`src/rtl/game_screen_pkg.sv`:
```
// Shared types and constants for the OLED game screen scheduler.
package game_screen_pkg;

    localparam int unsigned WIDTH     = 96;
    localparam int unsigned HEIGHT    = 64;
    localparam int unsigned PIX_IDX_W = 13;
    localparam int unsigned X_W       = 7;
    localparam int unsigned Y_W       = 6;
    localparam int unsigned COLOR_W   = 16;
    localparam int unsigned NUM_SCR   = 8;
    localparam int unsigned SCR_W     = 3;
    localparam int unsigned LVL_W     = 2;
    localparam int unsigned FCNT_W    = 9;

    typedef enum logic [2:0] {
        TITLE = 3'd0,
        READY = 3'd1,
        PLAY  = 3'd2,
        CLEAR = 3'd3,
        WIN   = 3'd4,
        OVER  = 3'd5
    } state_t;

    localparam logic [SCR_W-1:0] SCR_TITLE  = 3'd0;
    localparam logic [SCR_W-1:0] SCR_READY  = 3'd1;
    localparam logic [SCR_W-1:0] SCR_LEVEL0 = 3'd2;
    localparam logic [SCR_W-1:0] SCR_CLEAR  = 3'd5;
    localparam logic [SCR_W-1:0] SCR_WIN    = 3'd6;
    localparam logic [SCR_W-1:0] SCR_OVER   = 3'd7;

    localparam logic [COLOR_W-1:0] BLACK = 16'h0000;
    localparam logic [COLOR_W-1:0] WHITE = 16'hFFFF;
    localparam logic [COLOR_W-1:0] RED   = 16'hF800;
    localparam logic [COLOR_W-1:0] GREEN = 16'h07E0;
    localparam logic [COLOR_W-1:0] BLUE  = 16'h001F;

    // Screen shown for a given state; level screens sit consecutively after SCR_LEVEL0.
    function automatic logic [SCR_W-1:0] target_screen(input state_t st, input logic [LVL_W-1:0] lvl);
        logic [SCR_W-1:0] scr;
        scr = SCR_TITLE;
        case (st)
            READY:   scr = SCR_READY;
            PLAY:    scr = SCR_LEVEL0 + SCR_W'(lvl);
            CLEAR:   scr = SCR_CLEAR;
            WIN:     scr = SCR_WIN;
            OVER:    scr = SCR_OVER;
            default: scr = SCR_TITLE;
        endcase
        return scr;
    endfunction

endpackage

```
`src/rtl/oled_pixel_coord.sv`:
```
// Registered linear pixel index to (x, y) with an out-of-range flag.
module oled_pixel_coord #(
    parameter int unsigned COLS = game_screen_pkg::WIDTH,
    parameter int unsigned ROWS = game_screen_pkg::HEIGHT
) (
    input  logic                                 clk,
    input  logic                                 rst_n,
    input  logic [game_screen_pkg::PIX_IDX_W-1:0] pixel_index,
    output logic [game_screen_pkg::X_W-1:0]       x,
    output logic [game_screen_pkg::Y_W-1:0]       y,
    output logic                                 oor
);
    import game_screen_pkg::*;

    logic [31:0] idx_c;
    logic        oor_c;

    assign idx_c = 32'(pixel_index);
    assign oor_c = (idx_c >= COLS * ROWS);

    // Out-of-range indices park the generators at the origin.
    always_ff @(posedge clk or negedge rst_n) begin
        if (!rst_n) begin
            x   <= '0;
            y   <= '0;
            oor <= 1'b0;
        end else begin
            oor <= oor_c;
            if (oor_c) begin
                x <= '0;
                y <= '0;
            end else begin
                x <= X_W'(idx_c % COLS);
                y <= Y_W'(idx_c / COLS);
            end
        end
    end

endmodule

```
`src/rtl/game_screen_sequencer.sv`:
```
// Game-flow FSM, frame-aligned screen selection and the two-stage pixel pipeline
// feeding the 96x64 OLED driver.
module game_screen_sequencer #(
    parameter int unsigned WIDTH        = game_screen_pkg::WIDTH,
    parameter int unsigned HEIGHT       = game_screen_pkg::HEIGHT,
    parameter int unsigned NUM_LEVELS   = 3,
    parameter int unsigned READY_FRAMES = 60,
    parameter int unsigned CLEAR_FRAMES = 90,
    parameter int unsigned OVER_FRAMES  = 300
) (
    input  logic                                   clk,
    input  logic                                   rst_n,
    input  logic                                   frame_begin,
    input  logic [game_screen_pkg::PIX_IDX_W-1:0]  pixel_index,
    input  logic                                   btn_start,
    input  logic                                   level_done,
    input  logic                                   game_over,
    input  logic [127:0]                           pix_in,
    output logic [game_screen_pkg::X_W-1:0]        x,
    output logic [game_screen_pkg::Y_W-1:0]        y,
    output logic [game_screen_pkg::COLOR_W-1:0]    oled_data,
    output logic [game_screen_pkg::SCR_W-1:0]      screen_sel,
    output logic [game_screen_pkg::LVL_W-1:0]      level,
    output logic [2:0]                             state_o
);
    import game_screen_pkg::*;

    state_t             state_q, state_n;
    logic [LVL_W-1:0]   level_n;
    logic [FCNT_W-1:0]  frame_cnt;
    logic               btn_start_q;
    logic               oor_q;
    logic               start_edge;
    logic               ready_done, clear_done, over_done;

    oled_pixel_coord #(
        .COLS (WIDTH),
        .ROWS (HEIGHT)
    ) u_coord (
        .clk         (clk),
        .rst_n       (rst_n),
        .pixel_index (pixel_index),
        .x           (x),
        .y           (y),
        .oor         (oor_q)
    );

    assign start_edge = btn_start & ~btn_start_q;
    assign ready_done = frame_begin && (frame_cnt == FCNT_W'(READY_FRAMES - 1));
    assign clear_done = frame_begin && (frame_cnt == FCNT_W'(CLEAR_FRAMES - 1));
    assign over_done  = frame_begin && (frame_cnt == FCNT_W'(OVER_FRAMES - 1));
    assign state_o    = state_q;

    // Next state and level; game_over outranks level_done in PLAY.
    always_comb begin
        state_n = state_q;
        level_n = level;
        case (state_q)
            TITLE: if (start_edge) begin
                state_n = READY;
                level_n = '0;
            end
            READY: if (ready_done) state_n = PLAY;
            PLAY: begin
                if (game_over)       state_n = OVER;
                else if (level_done) state_n = CLEAR;
            end
            CLEAR: if (clear_done) begin
                if (level == LVL_W'(NUM_LEVELS - 1)) begin
                    state_n = WIN;
                end else begin
                    level_n = level + LVL_W'(1);
                    state_n = READY;
                end
            end
            WIN:  if (start_edge) state_n = TITLE;
            OVER: if (start_edge || over_done) state_n = TITLE;
            default: begin
                state_n = TITLE;
                level_n = '0;
            end
        endcase
    end

    // State, counters, screen commit and colour stage.
    always_ff @(posedge clk or negedge rst_n) begin
        if (!rst_n) begin
            state_q     <= TITLE;
            level       <= '0;
            frame_cnt   <= '0;
            btn_start_q <= 1'b0;
            screen_sel  <= SCR_TITLE;
            oled_data   <= BLACK;
        end else begin
            state_q     <= state_n;
            level       <= level_n;
            btn_start_q <= btn_start;
            if (state_n != state_q)
                frame_cnt <= '0;
            else if (frame_begin && (frame_cnt != '1))
                frame_cnt <= frame_cnt + FCNT_W'(1);
            if (frame_begin)
                screen_sel <= target_screen(state_n, level_n);
            oled_data <= oor_q ? BLACK : pix_in[{screen_sel, 4'b0000} +: COLOR_W];
        end
    end

endmodule

```
`config.mk`:
```
export PLATFORM = sky130hd
export DESIGN_NAME = game_screen_sequencer
export DESIGN_NICKNAME = d
export VERILOG_FILES = /design/src/rtl/game_screen_pkg.sv /design/src/rtl/oled_pixel_coord.sv /design/src/rtl/game_screen_sequencer.sv
export SDC_FILE = /design/constraint.sdc
export NUM_CORES = 1
export LEC_CHECK = 0
export CAP_MARGIN = 20
export CORE_ASPECT_RATIO = 1.2
export CORE_MARGIN = 8
export CORE_UTILIZATION = 37
export CTS_BUF_LIST = sky130_fd_sc_hd__clkbuf_4 sky130_fd_sc_hd__clkbuf_8
export DETAILED_ROUTE_END_ITERATION = 16
export GPL_ROUTABILITY_DRIVEN = 0
export GPL_TIMING_DRIVEN = 0
export PLACE_DENSITY_LB_ADDON = 0.25
export SLEW_MARGIN = 30
export SYNTH_ARGS = -nofsm -noshare
export SYNTH_HDL_FRONTEND = slang
export SYNTH_SLANG_ARGS = --single-unit
```
`constraint.sdc`:
```
create_clock -name clk -period 1.96 [get_ports clk]
set_clock_uncertainty 0.15 [all_clocks]
set_input_delay 0.49 -clock clk [delete_from_list [all_inputs] [get_ports clk]]
set_output_delay 0.49 -clock clk [all_outputs]
set_load 0.01 [all_outputs]
```
==> results.cfg <==
[worst_hold_path]
whs_endpoint = screen_sel[2]
worstHoldPathType = primary input to register
holdCritStartpoint = frame_begin
holdPathStages = 2

[synthesis]
ys_ff_latch = 48
synthCells = 333
synth_top_cell_area_share = 0.339
synthXorXnorAreaFrac = 0.0198
synth_edf_count = 0
synth-compound-area-share = 0.132
yosys-top-cells-count = dfrtp_1, nor2_1, mux4_2
synth_area_leaders = dfrtp_1, mux4_2, mux2i_1
yosysWarnings = 0
synth.distinct_cells = 60
synthAdderAreaFrac = 0.0212
synth_area_um2 = 3540
synth.area.mux_share = 0.263
synth-main-ff-cell = dfrtp_1
syn_avg_cell_area_um2 = 10.6
synth_simple_gate_area_frac = 0.182
ys_seq_area_frac = 0.339
yosys.area.top_type = dfrtp_1
syn-num-nets = 486
yosysMostFrequentCell = dfrtp_1
synth_top_family_by_area = multiplexers
async_reset_ff_frac = 1.00

[floorplan]
initial_core_util = 0.376
core_area_um2 = 9420
pin_count = 184
die_area_um2 = 13000
rows = 39
die_w_um = 105
die_h_um = 123

[detailed_routing]
drc = 0
vias = 3703
ant_nets = 0
drtIter0Drc = 105
wl_um = 14200
wl_per_cell_um = 20.8
dr.pass1.iters = 4
via_per_inst = 5.43

[critical_path]
slowest_stage = o221ai_4
path_cells = buf_8 > buf_6 > buf_6 > ha_4 > and4b_4 > o21a_4 > nor3_4 > a31oi_4 > o221ai_4 > buf_6 > buf_6 > nand2_2 > and3_1 > a31oi_1
r2r_end = frame_cnt[4]
r2r_start = frame_cnt[3]
rrSetupSlack_ns = -0.40
worstPathMaxFanout = 5
cp-start-kind = primary input
max_stage_delay_ns = 0.32
crit_top_cell = buf_6
required_ns = 2.03
rr_worst_depth = 9
crit_type = primary input to register
cp.arrival_ns = 2.72
end_kind = register

[status]
violations = negative setup slack
status = finished, violations left

[placed_design]
dp_hpwl_um = 10700
port_buffers = 182
dpl-instance-area_um2 = 5570
post-place-cells = 639

[grt]
grt_pass1_wl_um = 21000
antenna_found_initial = 0
top_usage_layer = met2
grtUsageTotal = 0.205
grt-ovfl-total = 0
use_met1 = 0.236
grt_pass1_vias = 3956
grt_max_degree = 28
grt_use_met2 = 0.377
grt_use_met3 = 0.0401

[finish]
fin_area_um2 = 6340
final-instance-count-excl-fill = 682
area_growth_pct = 79.0
finalNetCount = 710
drive_gt1_frac = 0.281
fillerInstances = 717

[timing]
fin_ws_ns = -0.689
setup_violations = 18
maxClockFrequency_mhz = 377
min_period_ns = 2.65
drv_slew = 0
rsz0062_at_grt = true
tightest_slew_ns = 0.551
min_period_over_period = 1.35
relSlewSlack = 0.632
finalHoldViolCount = 0

[pwr]
finalPower_mw = 3.78
ir_drop_mv = 0.453
leakage_nw = 2.54
p_per_area_nw_per_um2 = 597

[clock_tree]
clk_latency_ns = 0.30
cts_tree = yes
htreeDepth = 2
cts_num_sinks = 48
cts_buffer_depth = 2
cts-root-buf = clkbuf_8
cts_buffers = 5
clk_pin_slew_ns = 0.09

[job]
maxCapViolations = 0
==> layer usage <==
metal	up-vias	wire, µm
li1	1706	-
met1	1858	5330
met2	122	7910
met3	17	750
met4	0	227
met5	-	0
==> cell type report <==
class	count	area, µm²	share of cell area
Timing Repair Buffer	216	2130	0.336
Tap cell	123	154	0.0243
Clock inverter	2	35.0	0.00553
Antenna cell	1	2.50	0.000395
Multi-Input combinational cell	251	2520	0.398
Inverter	11	41.3	0.00652
Clock buffer	6	76.3	0.0120
Buffer	24	173	0.0273
Sequential cell	48	1200	0.190
==> how the worst max path moves through the flow <==
stage,startpoint,to,slack [ns],cells past startpoint
after floorplan,pixel_index[11],u_coord.x[5],-0.78,11
after global placement,pixel_index[11],u_coord.x[5],-1.58,12
after detailed placement,pixel_index[11],u_coord.y[0],-1.60,12
after CTS,pixel_index[11],u_coord.x[5],-0.68,12
after global routing,pixel_index[11],u_coord.x[5],-0.73,14
final,pixel_index[11],u_coord.x[5],-0.69,14
==> metrics by stage <==
stage          utilization  worst slack (ns)  hold slack [ns]  TNS, ns
6_report             0.673            -0.689            0.424    -6.89
2_1_floorplan            -            -0.777           0.0444    -4.51
3_3_place_gp         0.590             -1.58            0.407   -85.92
5_1_grt              0.673            -0.731            0.445    -8.35
3_5_place_dp         0.592             -1.60            0.259   -26.39
4_1_cts              0.656            -0.683            0.412    -5.77
==> sequential cells by signal, indices dropped and copies added (netlist names) <==
name         cells
u_coord.y        6
btn_start_q      1
level            2
u_coord.x        7
oled_data       16
state_o          3
frame_cnt        9
screen_sel       3
u_coord.oor      1
==> timing repair <==
action / CTS / global route
buffers inserted: 22 / 10
gates cloned: 2 / 0
endpoints found under the setup margin: 41 / 34
hold endpoints to repair: 21 / 0
resized for setup: 84 / 32
pin swaps: 29 / 16
hold buffers: 1 / 0
==> logic make-up (layout without fill, tap and decap cells) <==
family	count (synthesis)	after routing
AOI/OAI and AO/OA	62	63
xor gates and xnor gates	8	8
adders and majority gates	6	6
buffers and inverters	35	259
DFF	48	48
muxes	53	53
other	0	1
and+or+nand+nor	121	121
==> report_power, final <==
group | switching, mW | total, mW | internal, mW | leakage, nW
Combinational | 0.720 | 1.76 | 1.04 | 1.90
Sequential | 0.131 | 1.28 | 1.15 | 0.589
Clock | 0.349 | 0.742 | 0.393 | 0.0586
==> worst max-delay path: cells and delay by family <==
kind | cells | cell delay, ns
AO/OA/AOI/OAI | 4 | 0.85
buffers and inverters | 5 | 0.57
adder cells (fa/ha/maj) | 1 | 0.26
AND/OR/NAND/NOR | 4 | 0.54
==> placed cells by master (no fill, tap or decap), types with 4 or more instances in the layout <==
cell               n
mux2i_1           19
nand3_1            5
a21o_1             4
clkbuf_8           6
nand2b_1          10
clkbuf_1           5
clkbuf_2           5
nor2_1            35
mux4_2            32
dfrtp_1           46
a21oi_1           11
inv_1              9
a21oi_2            6
buf_4             24
nand2_1           19
nor2_4             5
and2_1             5
clkdlybuf4s50_1  176
buf_6             15
xor2_1             6
(Power assumes the default switching activity.)
